## config.mk

```make
export PLATFORM = sky130hd
export DESIGN_NAME = fp_accum_seq_flat
export DESIGN_NICKNAME = d
export VERILOG_FILES = /design/src/rtl/fp_accum_seq_if.sv /design/src/rtl/fp_accum_seq.sv /design/src/flat_wrapper.sv
export SDC_FILE = /design/constraint.sdc
export NUM_CORES = 1
export LEC_CHECK = 0
export ABC_AREA = 1
export CAP_MARGIN = 10
export CORE_MARGIN = 1.5
export CORE_UTILIZATION = 44
export CTS_CLUSTER_DIAMETER = 60
export DETAILED_ROUTE_END_ITERATION = 10
export PLACE_DENSITY = 0.84
export SYNTH_ARGS = -nofsm -noshare
export SYNTH_HDL_FRONTEND = slang
export SYNTH_SLANG_ARGS = --single-unit
```

## constraint.sdc

```tcl
create_clock -name clk -period 1.7 [get_ports clk]
set_input_delay 0.34 -clock clk [delete_from_list [all_inputs] [get_ports clk]]
set_output_delay 0.34 -clock clk [all_outputs]
set_load 0.01 [all_outputs]
```

## src/rtl/fp_accum_seq_if.sv

```systemverilog
// fp_accum_seq_if -- bundle of every non-clock signal of fp_accum_seq.
//
// Groups three channels:
//   term stream   : in_valid / in_ready / in_data        (source -> block)
//   addsub bus    : op1, op2, add_start, add_busy, add_done,
//                   add_result, add_overflow, add_serv
//   sum stream    : sum_valid / sum_ready / sum_data, sum_overflow, sum_err
//
// Handshake semantics:
//   A valid/ready stream transfers one item on every rising clk edge where
//   valid && ready. Once raised, valid and its data stay stable until that
//   transfer happens. ready may depend on state but never on valid.
//   On the addsub bus, add_start and add_serv are single-cycle pulses, and
//   add_done is a single-cycle pulse that qualifies add_result/add_overflow.
//
// Modports:
//   master : the accumulator side (fp_accum_seq)
//   slave  : the environment side (term source, addsub unit, sum consumer)
`timescale 1ns/1ps
interface fp_accum_seq_if;
  logic        in_valid;
  logic        in_ready;
  logic [31:0] in_data;

  logic [31:0] op1;
  logic [31:0] op2;
  logic        add_start;
  logic        add_busy;
  logic        add_done;
  logic [31:0] add_result;
  logic        add_overflow;
  logic        add_serv;

  logic        sum_valid;
  logic        sum_ready;
  logic [31:0] sum_data;
  logic        sum_overflow;
  logic        sum_err;

  modport master (
    input  in_valid, in_data,
    input  add_busy, add_done, add_result, add_overflow,
    input  sum_ready,
    output in_ready,
    output op1, op2, add_start, add_serv,
    output sum_valid, sum_data, sum_overflow, sum_err
  );

  modport slave (
    output in_valid, in_data,
    output add_busy, add_done, add_result, add_overflow,
    output sum_ready,
    input  in_ready,
    input  op1, op2, add_start, add_serv,
    input  sum_valid, sum_data, sum_overflow, sum_err
  );
endinterface

```

## src/rtl/fp_accum_seq.sv

```systemverilog
// fp_accum_seq -- sequences N_TERMS single-precision terms through an
// external add/sub unit and presents their running sum.
//
// The first term of each sum is loaded straight into the accumulator; every
// following term is latched and issued as one add request (op1 = acc,
// op2 = term). The returned result becomes the new accumulator. After
// N_TERMS terms, or after an add times out, the sum is offered on the sum
// stream. No arithmetic is done here: values pass through bit-exact.
//
// Ports:
//   clk       : rising-edge clock
//   rst       : synchronous, active-high reset; all outputs read 0 while high
//   bus       : fp_accum_seq_if.master (term stream, addsub bus, sum stream)
//   dbg_state : current FSM state encoding
//               0 IDLE, 1 WAIT_TERM, 2 ISSUE, 3 WAIT_DONE, 4 ACK, 5 OUTPUT
`timescale 1ns/1ps
module fp_accum_seq #(
  parameter int N_TERMS = 8,
  parameter int TIMEOUT = 64
) (
  input  logic                clk,
  input  logic                rst,
  fp_accum_seq_if.master      bus,
  output logic [2:0]          dbg_state
);

  localparam int CW = $clog2(N_TERMS + 1);
  localparam int TW = $clog2(TIMEOUT + 1);

  typedef enum logic [2:0] {
    IDLE      = 3'd0,
    WAIT_TERM = 3'd1,
    ISSUE     = 3'd2,
    WAIT_DONE = 3'd3,
    ACK       = 3'd4,
    OUTPUT    = 3'd5
  } state_t;

  state_t        state_q, state_d;
  logic [31:0]   acc_q, acc_d;
  logic [31:0]   term_q, term_d;
  logic [CW-1:0] count_q, count_d;
  logic [TW-1:0] tmo_q, tmo_d;
  logic          ovf_q, ovf_d;
  logic          err_q, err_d;

  logic          accept_state;
  logic          xfer;

  assign accept_state = (state_q == IDLE) || (state_q == WAIT_TERM);
  // rst overrides any transfer, so the ungated ready is enough here.
  assign xfer         = bus.in_valid && accept_state;

  always_comb begin
    state_d = state_q;
    acc_d   = acc_q;
    term_d  = term_q;
    count_d = count_q;
    tmo_d   = tmo_q;
    ovf_d   = ovf_q;
    err_d   = err_q;

    case (state_q)
      IDLE: begin
        if (xfer) begin
          // First term seeds the accumulator without an add.
          acc_d   = bus.in_data;
          count_d = CW'(1);
          state_d = (N_TERMS == 1) ? OUTPUT : WAIT_TERM;
        end
      end
      WAIT_TERM: begin
        if (xfer) begin
          term_d  = bus.in_data;
          state_d = ISSUE;
        end
      end
      ISSUE: begin
        if (!bus.add_busy) begin
          tmo_d   = '0;
          state_d = WAIT_DONE;
        end
      end
      WAIT_DONE: begin
        // add_done wins over a timeout landing in the same cycle.
        if (bus.add_done) begin
          acc_d   = bus.add_result;
          ovf_d   = ovf_q | bus.add_overflow;
          state_d = ACK;
        end else if (tmo_q == TW'(TIMEOUT - 1)) begin
          // TIMEOUT cycles spent here without a result: give up, keep acc.
          err_d   = 1'b1;
          state_d = OUTPUT;
        end else begin
          tmo_d = tmo_q + TW'(1);
        end
      end
      ACK: begin
        count_d = count_q + CW'(1);
        state_d = (count_q == CW'(N_TERMS - 1)) ? OUTPUT : WAIT_TERM;
      end
      OUTPUT: begin
        if (bus.sum_ready) begin
          acc_d   = '0;
          count_d = '0;
          ovf_d   = 1'b0;
          err_d   = 1'b0;
          state_d = IDLE;
        end
      end
      default: begin
        state_d = IDLE;
      end
    endcase
  end

  always_ff @(posedge clk) begin
    if (rst) begin
      state_q <= IDLE;
      acc_q   <= '0;
      term_q  <= '0;
      count_q <= '0;
      tmo_q   <= '0;
      ovf_q   <= 1'b0;
      err_q   <= 1'b0;
    end else begin
      state_q <= state_d;
      acc_q   <= acc_d;
      term_q  <= term_d;
      count_q <= count_d;
      tmo_q   <= tmo_d;
      ovf_q   <= ovf_d;
      err_q   <= err_d;
    end
  end

  // Outputs are forced low while rst is high so that the cycle in which
  // reset is sampled already shows an all-zero interface.
  always_comb begin
    bus.in_ready     = 1'b0;
    bus.op1          = '0;
    bus.op2          = '0;
    bus.add_start    = 1'b0;
    bus.add_serv     = 1'b0;
    bus.sum_valid    = 1'b0;
    bus.sum_data     = '0;
    bus.sum_overflow = 1'b0;
    bus.sum_err      = 1'b0;
    if (!rst) begin
      bus.in_ready  = accept_state;
      bus.op1       = acc_q;
      bus.op2       = term_q;
      bus.add_start = (state_q == ISSUE) && !bus.add_busy;
      bus.add_serv  = (state_q == ACK);
      if (state_q == OUTPUT) begin
        bus.sum_valid    = 1'b1;
        bus.sum_data     = acc_q;
        bus.sum_overflow = ovf_q;
        bus.sum_err      = err_q;
      end
    end
  end

  assign dbg_state = state_q;

endmodule

```

## src/flat_wrapper.sv

```systemverilog
// flat-port wrapper written by rule: the top's interface ports become plain ports
module fp_accum_seq_flat 
#(
  parameter int N_TERMS = 8,
  parameter int TIMEOUT = 64
)
  (clk, rst, dbg_state, bus_in_valid, bus_in_data, bus_add_busy, bus_add_done, bus_add_result, bus_add_overflow, bus_sum_ready, bus_in_ready, bus_op1, bus_op2, bus_add_start, bus_add_serv, bus_sum_valid, bus_sum_data, bus_sum_overflow, bus_sum_err);
  fp_accum_seq_if bus_i ();
  input  logic clk;
  input  logic rst;
  output logic [2:0] dbg_state;
  input wire logic [$bits(bus_i.in_valid)-1:0] bus_in_valid;
  input wire logic [$bits(bus_i.in_data)-1:0] bus_in_data;
  input wire logic [$bits(bus_i.add_busy)-1:0] bus_add_busy;
  input wire logic [$bits(bus_i.add_done)-1:0] bus_add_done;
  input wire logic [$bits(bus_i.add_result)-1:0] bus_add_result;
  input wire logic [$bits(bus_i.add_overflow)-1:0] bus_add_overflow;
  input wire logic [$bits(bus_i.sum_ready)-1:0] bus_sum_ready;
  output wire logic [$bits(bus_i.in_ready)-1:0] bus_in_ready;
  output wire logic [$bits(bus_i.op1)-1:0] bus_op1;
  output wire logic [$bits(bus_i.op2)-1:0] bus_op2;
  output wire logic [$bits(bus_i.add_start)-1:0] bus_add_start;
  output wire logic [$bits(bus_i.add_serv)-1:0] bus_add_serv;
  output wire logic [$bits(bus_i.sum_valid)-1:0] bus_sum_valid;
  output wire logic [$bits(bus_i.sum_data)-1:0] bus_sum_data;
  output wire logic [$bits(bus_i.sum_overflow)-1:0] bus_sum_overflow;
  output wire logic [$bits(bus_i.sum_err)-1:0] bus_sum_err;
  assign bus_i.in_valid = bus_in_valid;
  assign bus_i.in_data = bus_in_data;
  assign bus_i.add_busy = bus_add_busy;
  assign bus_i.add_done = bus_add_done;
  assign bus_i.add_result = bus_add_result;
  assign bus_i.add_overflow = bus_add_overflow;
  assign bus_i.sum_ready = bus_sum_ready;
  assign bus_in_ready = bus_i.in_ready;
  assign bus_op1 = bus_i.op1;
  assign bus_op2 = bus_i.op2;
  assign bus_add_start = bus_i.add_start;
  assign bus_add_serv = bus_i.add_serv;
  assign bus_sum_valid = bus_i.sum_valid;
  assign bus_sum_data = bus_i.sum_data;
  assign bus_sum_overflow = bus_i.sum_overflow;
  assign bus_sum_err = bus_i.sum_err;
  fp_accum_seq #(.N_TERMS(N_TERMS), .TIMEOUT(TIMEOUT)) u_core (.clk(clk), .rst(rst), .bus(bus_i), .dbg_state(dbg_state));
endmodule
```

==> flow_summary.toml <==
[status]
outcome = "finished with violations"
violations = "setup timing"

[finish]
syn2layout_area_growth_pct = 52.9
post_route_cells_drive_above_1_share_pct = 15.3
finalNetCount = 1029
antenna_cells = 0
final_area_um2 = 6880
final_util_pct = 69.7

[detailed_routing]
drtAntennaViolNets = 0
vias = 5341
dr.first_iter.drc_count = 312
drc = 0
avgRoutedWirePerCell_um = 13.2
routed_via_density = 4.88
drt-total-wl_mm = 14.4
dr.pass1.iters = 5

[cts]
clkTransAtPathRegs_ns = 0.09
cts-root-buf = "clkbuf_8"
clk_latency_ns = 0.35
cts_made_buffers = 9
cts-hold-fix-buffers = 0
numClockSinks = 80
cts_htree_levels = 3
cts_tree = "built"
clockBufferDepth = 2

[global_route]
use_met3_pct = 5.20
grt_max_degree = 37
track_usage_pct = 26.3
grt_pass1_vias = 5017
antenna_found_initial = 0
grt_use_met1_pct = 31.1
busiest_layer = "met2"
globalRouteMet2Util_pct = 46.9
grt_pass1_wl_mm = 23.3
grt-ovfl-total = 0

[hold_path]
hold_class = "reg2reg"

[synth]
ys.warnings.count = 0
ys_top_cells_by_area = "dfxtp_1 (36%), nor2_1 (15%), nand2_1 (14%)"
ys_top_cells_by_count = "nor2_1 (184), nand2_1 (172), inv_1 (117)"
synth_most_common_cell = "nor2_1"
synth_top_cell_area_share_pct = 35.6
syn_inst = 757
ys_ff_latch = 80
mappedNetlistArea_um2 = 4500
synth_nets = 830
ys_dominant_reg_cell = "dfxtp_1"
synthArstFlopShare_pct = 0
synth-edff-count = 0
synth_top_area_cell = "dfxtp_1"
synthDistinctLibCells = 24
seq_area_frac_synth_pct = 35.6
syn_avg_cell_area_um2 = 5.95

[sta]
fmax_mhz = 533
slew_violations = 0
fin_crit_ns = 1.88
worst_pin_slew_ns = 0.430
slew_headroom_pct = 71.3
hold_viol_final = 0
fin_ws_ns = -0.176
finalCritPeriodShare_pct = 110
setup_violations = 66
fin_worst_skew_ns = 0.0114
hold_slack_ns = 0.456
rsz0062_at_grt = "true"

[worst_setup_path]
critPathMaxFanout = 6
setup.worst_path.end_class = "primary output"
cp_cell_sequence = "inv_2, nand3_4, nor2_4, inv_6, buf_12, buf_12, nor2_1, buf_2"
crit_path_max_incr_delay_ns = 0.34
path_delay_family = "buffers and inverters"
required_ns = 1.36
cpMostUsedCell = "buf_12"
critPathSlowestCell = "dfxtp_2"
path_buf_inv = 5
path_class = "reg2out"
crit_path_start_kind = "register"
arrival_ns = 1.54

[placement]
gp_congestion = 0.834
place_area_um2 = 6640
io_buffers = 175
dp_hpwl_mm = 10.0

[floorplanning]
core_region_area_um2 = 9860
initial_utilization_pct = 45.6
num_rows = 36
die_w_um = 104
die_y_um = 104
io_pins = 176
die-area_um2 = 10800

[pwr]
p_leak_nw = 3.57
power_density_nw_per_um2 = 1380
vdd_drop_max_v = 0.000550
finalPower_w = 0.00947

[run]
maxCapViolations = 0
[layer usage]
metal  share of wire (%)  vias to the layer above
li1                    -                     2680
met1                  42                     2412
met2                  48                      212
met5                   0                        -
met4                 3.1                        0
met3                 6.3                       37
[tightest hold or removal path, delay by kind of cell, from the launching register on]
family                 cells  cell delay, ns
AOI/OAI and AO/OA          1            0.05
buffers and inverters      1            0.06
DFF                        1            0.31
[repair_timing]
action,4_1_cts,5_1_grt
buffers inserted,8,3
pin swaps,1,2
resized for setup,238,15
cloned,2,2
setup endpoints to repair,106,80
[through the flow]
step	setup TNS [ns]	setup WS [ns]	std cells
after CTS	-3.79	-0.183	1091
after floorplan	0	0.0307	757
after detailed placement	-14.62	-0.227	1066
after global routing	-9.69	-0.257	1094
final	-3.73	-0.176	1094
after global placement	-12.27	-0.148	1066
[state kept, by name, summed over array words and instances, names as in the netlist]
name and count:
u_core.term_q 32, u_core.err_q 1, u_core.count_q 4, u_core.tmo_q 7, u_core.acc_q 32, u_core.ovf_q 1
u_core.dbg_state 3
[cells by family (layout without fill, tap and decap cells)]
kind of cell / after synthesis / count (layout) / share of synthesized area, %
AO/OA/AOI/OAI: 82 / 82 / 9.31
buffers and inverters: 165 / 369 / 15.7
flip-flops: 80 / 80 / 35.6
adder cells (fa/ha/maj): 2 / 2 / 0.556
AND/OR/NAND/NOR: 428 / 428 / 38.8
[layout by cell type, fill, tap and decap left out, types with 2 or more instances in the layout]
cell	n
nor2_4	4
nand2_2	5
clkdlybuf4s50_1	69
clkbuf_16	2
nand2_1	169
a22oi_1	2
dfxtp_2	5
nand4_1	7
o21ai_0	38
inv_2	3
nand3_4	3
buf_12	13
inv_6	3
nor2_2	6
clkbuf_8	9
nand3_2	3
buf_16	2
dlygate4sd2_1	67
inv_1	117
buf_2	35
dfxtp_1	75
nor3_1	2
nor3_2	2
buf_6	8
clkinvlp_4	2
buf_4	34
clkinv_4	2
a21oi_1	41
nor2_1	176
nand3_1	48
[power by group]
part           switching (W)  internal (W)  total [W]
combinational        0.00300       0.00242    0.00542
sequential          0.000270       0.00246    0.00273
clock               0.000767      0.000543    0.00131
[area by class of cell]
cell class                 count  area [um2]
fill                         849        2980
multi-input combinational    512        2290
timing repair buffer         232        2180
sequential                    80        1610
inverter                     121         459
tap                          133         166
clock buffer                   9         124
clock inverter                 7        55.1
[path summary, 6_finish.rpt]
check	from	endpoint	slack, ns	depth (start not counted)
worst min-delay path	u_core.term_q[11]	u_core.term_q[11]	0.46	2
worst min register to register	u_core.term_q[11]	u_core.term_q[11]	0.46	2
worst max-delay path	u_core.dbg_state[1]	bus_sum_data[14]	-0.18	8
worst max register to register	u_core.dbg_state[1]	u_core.acc_q[27]	-0.09	11
Note: power is estimated with default switching activity, not from simulation.
==> patch (same settings) <==
`TIMEOUT` is set to 64 in 2 places; all go to 128.
--- a/src/rtl/fp_accum_seq.sv
+++ b/src/rtl/fp_accum_seq.sv
@@ -18,3 +18,3 @@
   parameter int N_TERMS = 8,
-  parameter int TIMEOUT = 64
+  parameter int TIMEOUT = 128
 ) (
--- a/src/flat_wrapper.sv
+++ b/src/flat_wrapper.sv
@@ -4,3 +4,3 @@
   parameter int N_TERMS = 8,
-  parameter int TIMEOUT = 64
+  parameter int TIMEOUT = 128
 )
Behaviour: no difference found for any inputs over 10 cycles, from zero or initial values and one cycle with rst high; that may be too few to reach the edited logic, so the function may still have changed.
==> patch against the original RTL <==
The flow still finishes with violations (setup timing); routed wire length increased by 4.5%; total power increased by 6.1%; setup slack worse by 29 ps; final cell count up 1.0%; sequential cell count rose by 1; synthesized area is 0.53% higher; global-route usage is 0.95 points lower; clock skew increased by 0.79 ps; first-iteration DRC count up 13%; non-clock buffer count increased by 3; maximum frequency down 1.5%; sequential share of layout area is 0.082 points lower; cell area up 1.6%.
==> patch: results <==
set metrics [dict create \
    status "complete, but fails checks" \
    violations "setup timing" \
    min_from "u_core.term_q[9]" \
    final_cells 1105 \
    drive_gt1_share_pct 15.6 \
    drt-initial-drc-count 351 \
    synth-compound-area-share_pct 9.54 \
    min_path_cells 2 \
    first_global_vias 4795 \
    synth_common_cells "nor2_1, nand2_1, inv_1" \
    largest_registers "u_core.acc_q x32, u_core.term_q x32, u_core.tmo_q x8" \
    power_frac_clock_pct 14.7 \
    ir_drop_v 0.00104 \
    synthXorXnorAreaFrac_pct 0.194 \
    crit_end "bus_sum_data[12]" \
    setup_ws_ps -204 \
    whs_ps 458 \
    synthAdderAreaFrac_pct 0.553 \
    reg2reg_to "u_core.acc_q[4]" \
    place_congestion 0.880 \
    detailed_place.area_um2 6590 \
    gr-usage-all-layers_pct 25.4 \
    switchingPower_mw 4.15 \
    vias 5357 \
    ys_types 29 \
    route.final.wire_length_um 15100 \
    post_cts_buffers 6 \
    nets 1041 \
    p_leak_nw 3.77 \
    fin_skew_ps 12.2 \
    power_density_nw_per_um2 1440 \
    cts_resized 224 \
    dp_hpwl_um 9660 \
    place_ws_ps -164 \
    whs_endpoint "u_core.term_q[9]" \
    syn-num-nets 838 \
    netlist_top_cells_area "dfxtp_1, nor2_1, nand2_1, inv_1, nand3_1" \
    fillers 845 \
    syn_area_per_cell_um2 5.91 \
    finalSetupTns_ps -5390 \
    grt_pass1_wl_um 22700 \
    grt_max_degree 47 \
    ff2ff_setup_slack_ps -130 \
    pwr-share-seq_pct 26.7 \
    finalSetupViolCount 61 \
    ff2ff_path_depth 12 \
    relSlewSlack_pct 73.4 \
    seq_area_frac_synth_pct 35.8 \
    cts_buffers 9 \
]
patch: cells by family (layout without fill, tap and decap cells):
logic type / count (synthesis) / in the layout
XOR/XNOR: 1 / 1
buffers and inverters: 163 / 369
adder cells (fa/ha/maj): 2 / 2
AO/OA/AOI/OAI: 84 / 84
flip-flops: 81 / 81
AND/OR/NAND/NOR: 434 / 435
patch: layout make-up:
type	count	area [um^2]	share of cell area [%]
inverter	119	452	6.46
clock buffer	11	151	2.17
clock inverter	4	51.3	0.734
timing repair buffer	235	2220	31.8
tap	133	166	2.38
sequential	81	1630	23.3
multi-input combinational	522	2320	33.2
patch: routing by layer:
metal / vias to the layer above / GRT usage, % / wire, um
met5: - / 0 / 0
met4: 0 / 8.33 / 232
met3: 19 / 4.64 / 926
met2: 198 / 42.9 / 7350
met1: 2436 / 32.4 / 6570
li1: 2704 / - / -
patch: critical path: stages (launching register included):
cell and delay (ps):
dfxtp_2 330, inv_2 70, nand3_4 100, nor2_4 130, inv_4 70, buf_12 140
buf_6 120, nor2_1 100, buf_2 150
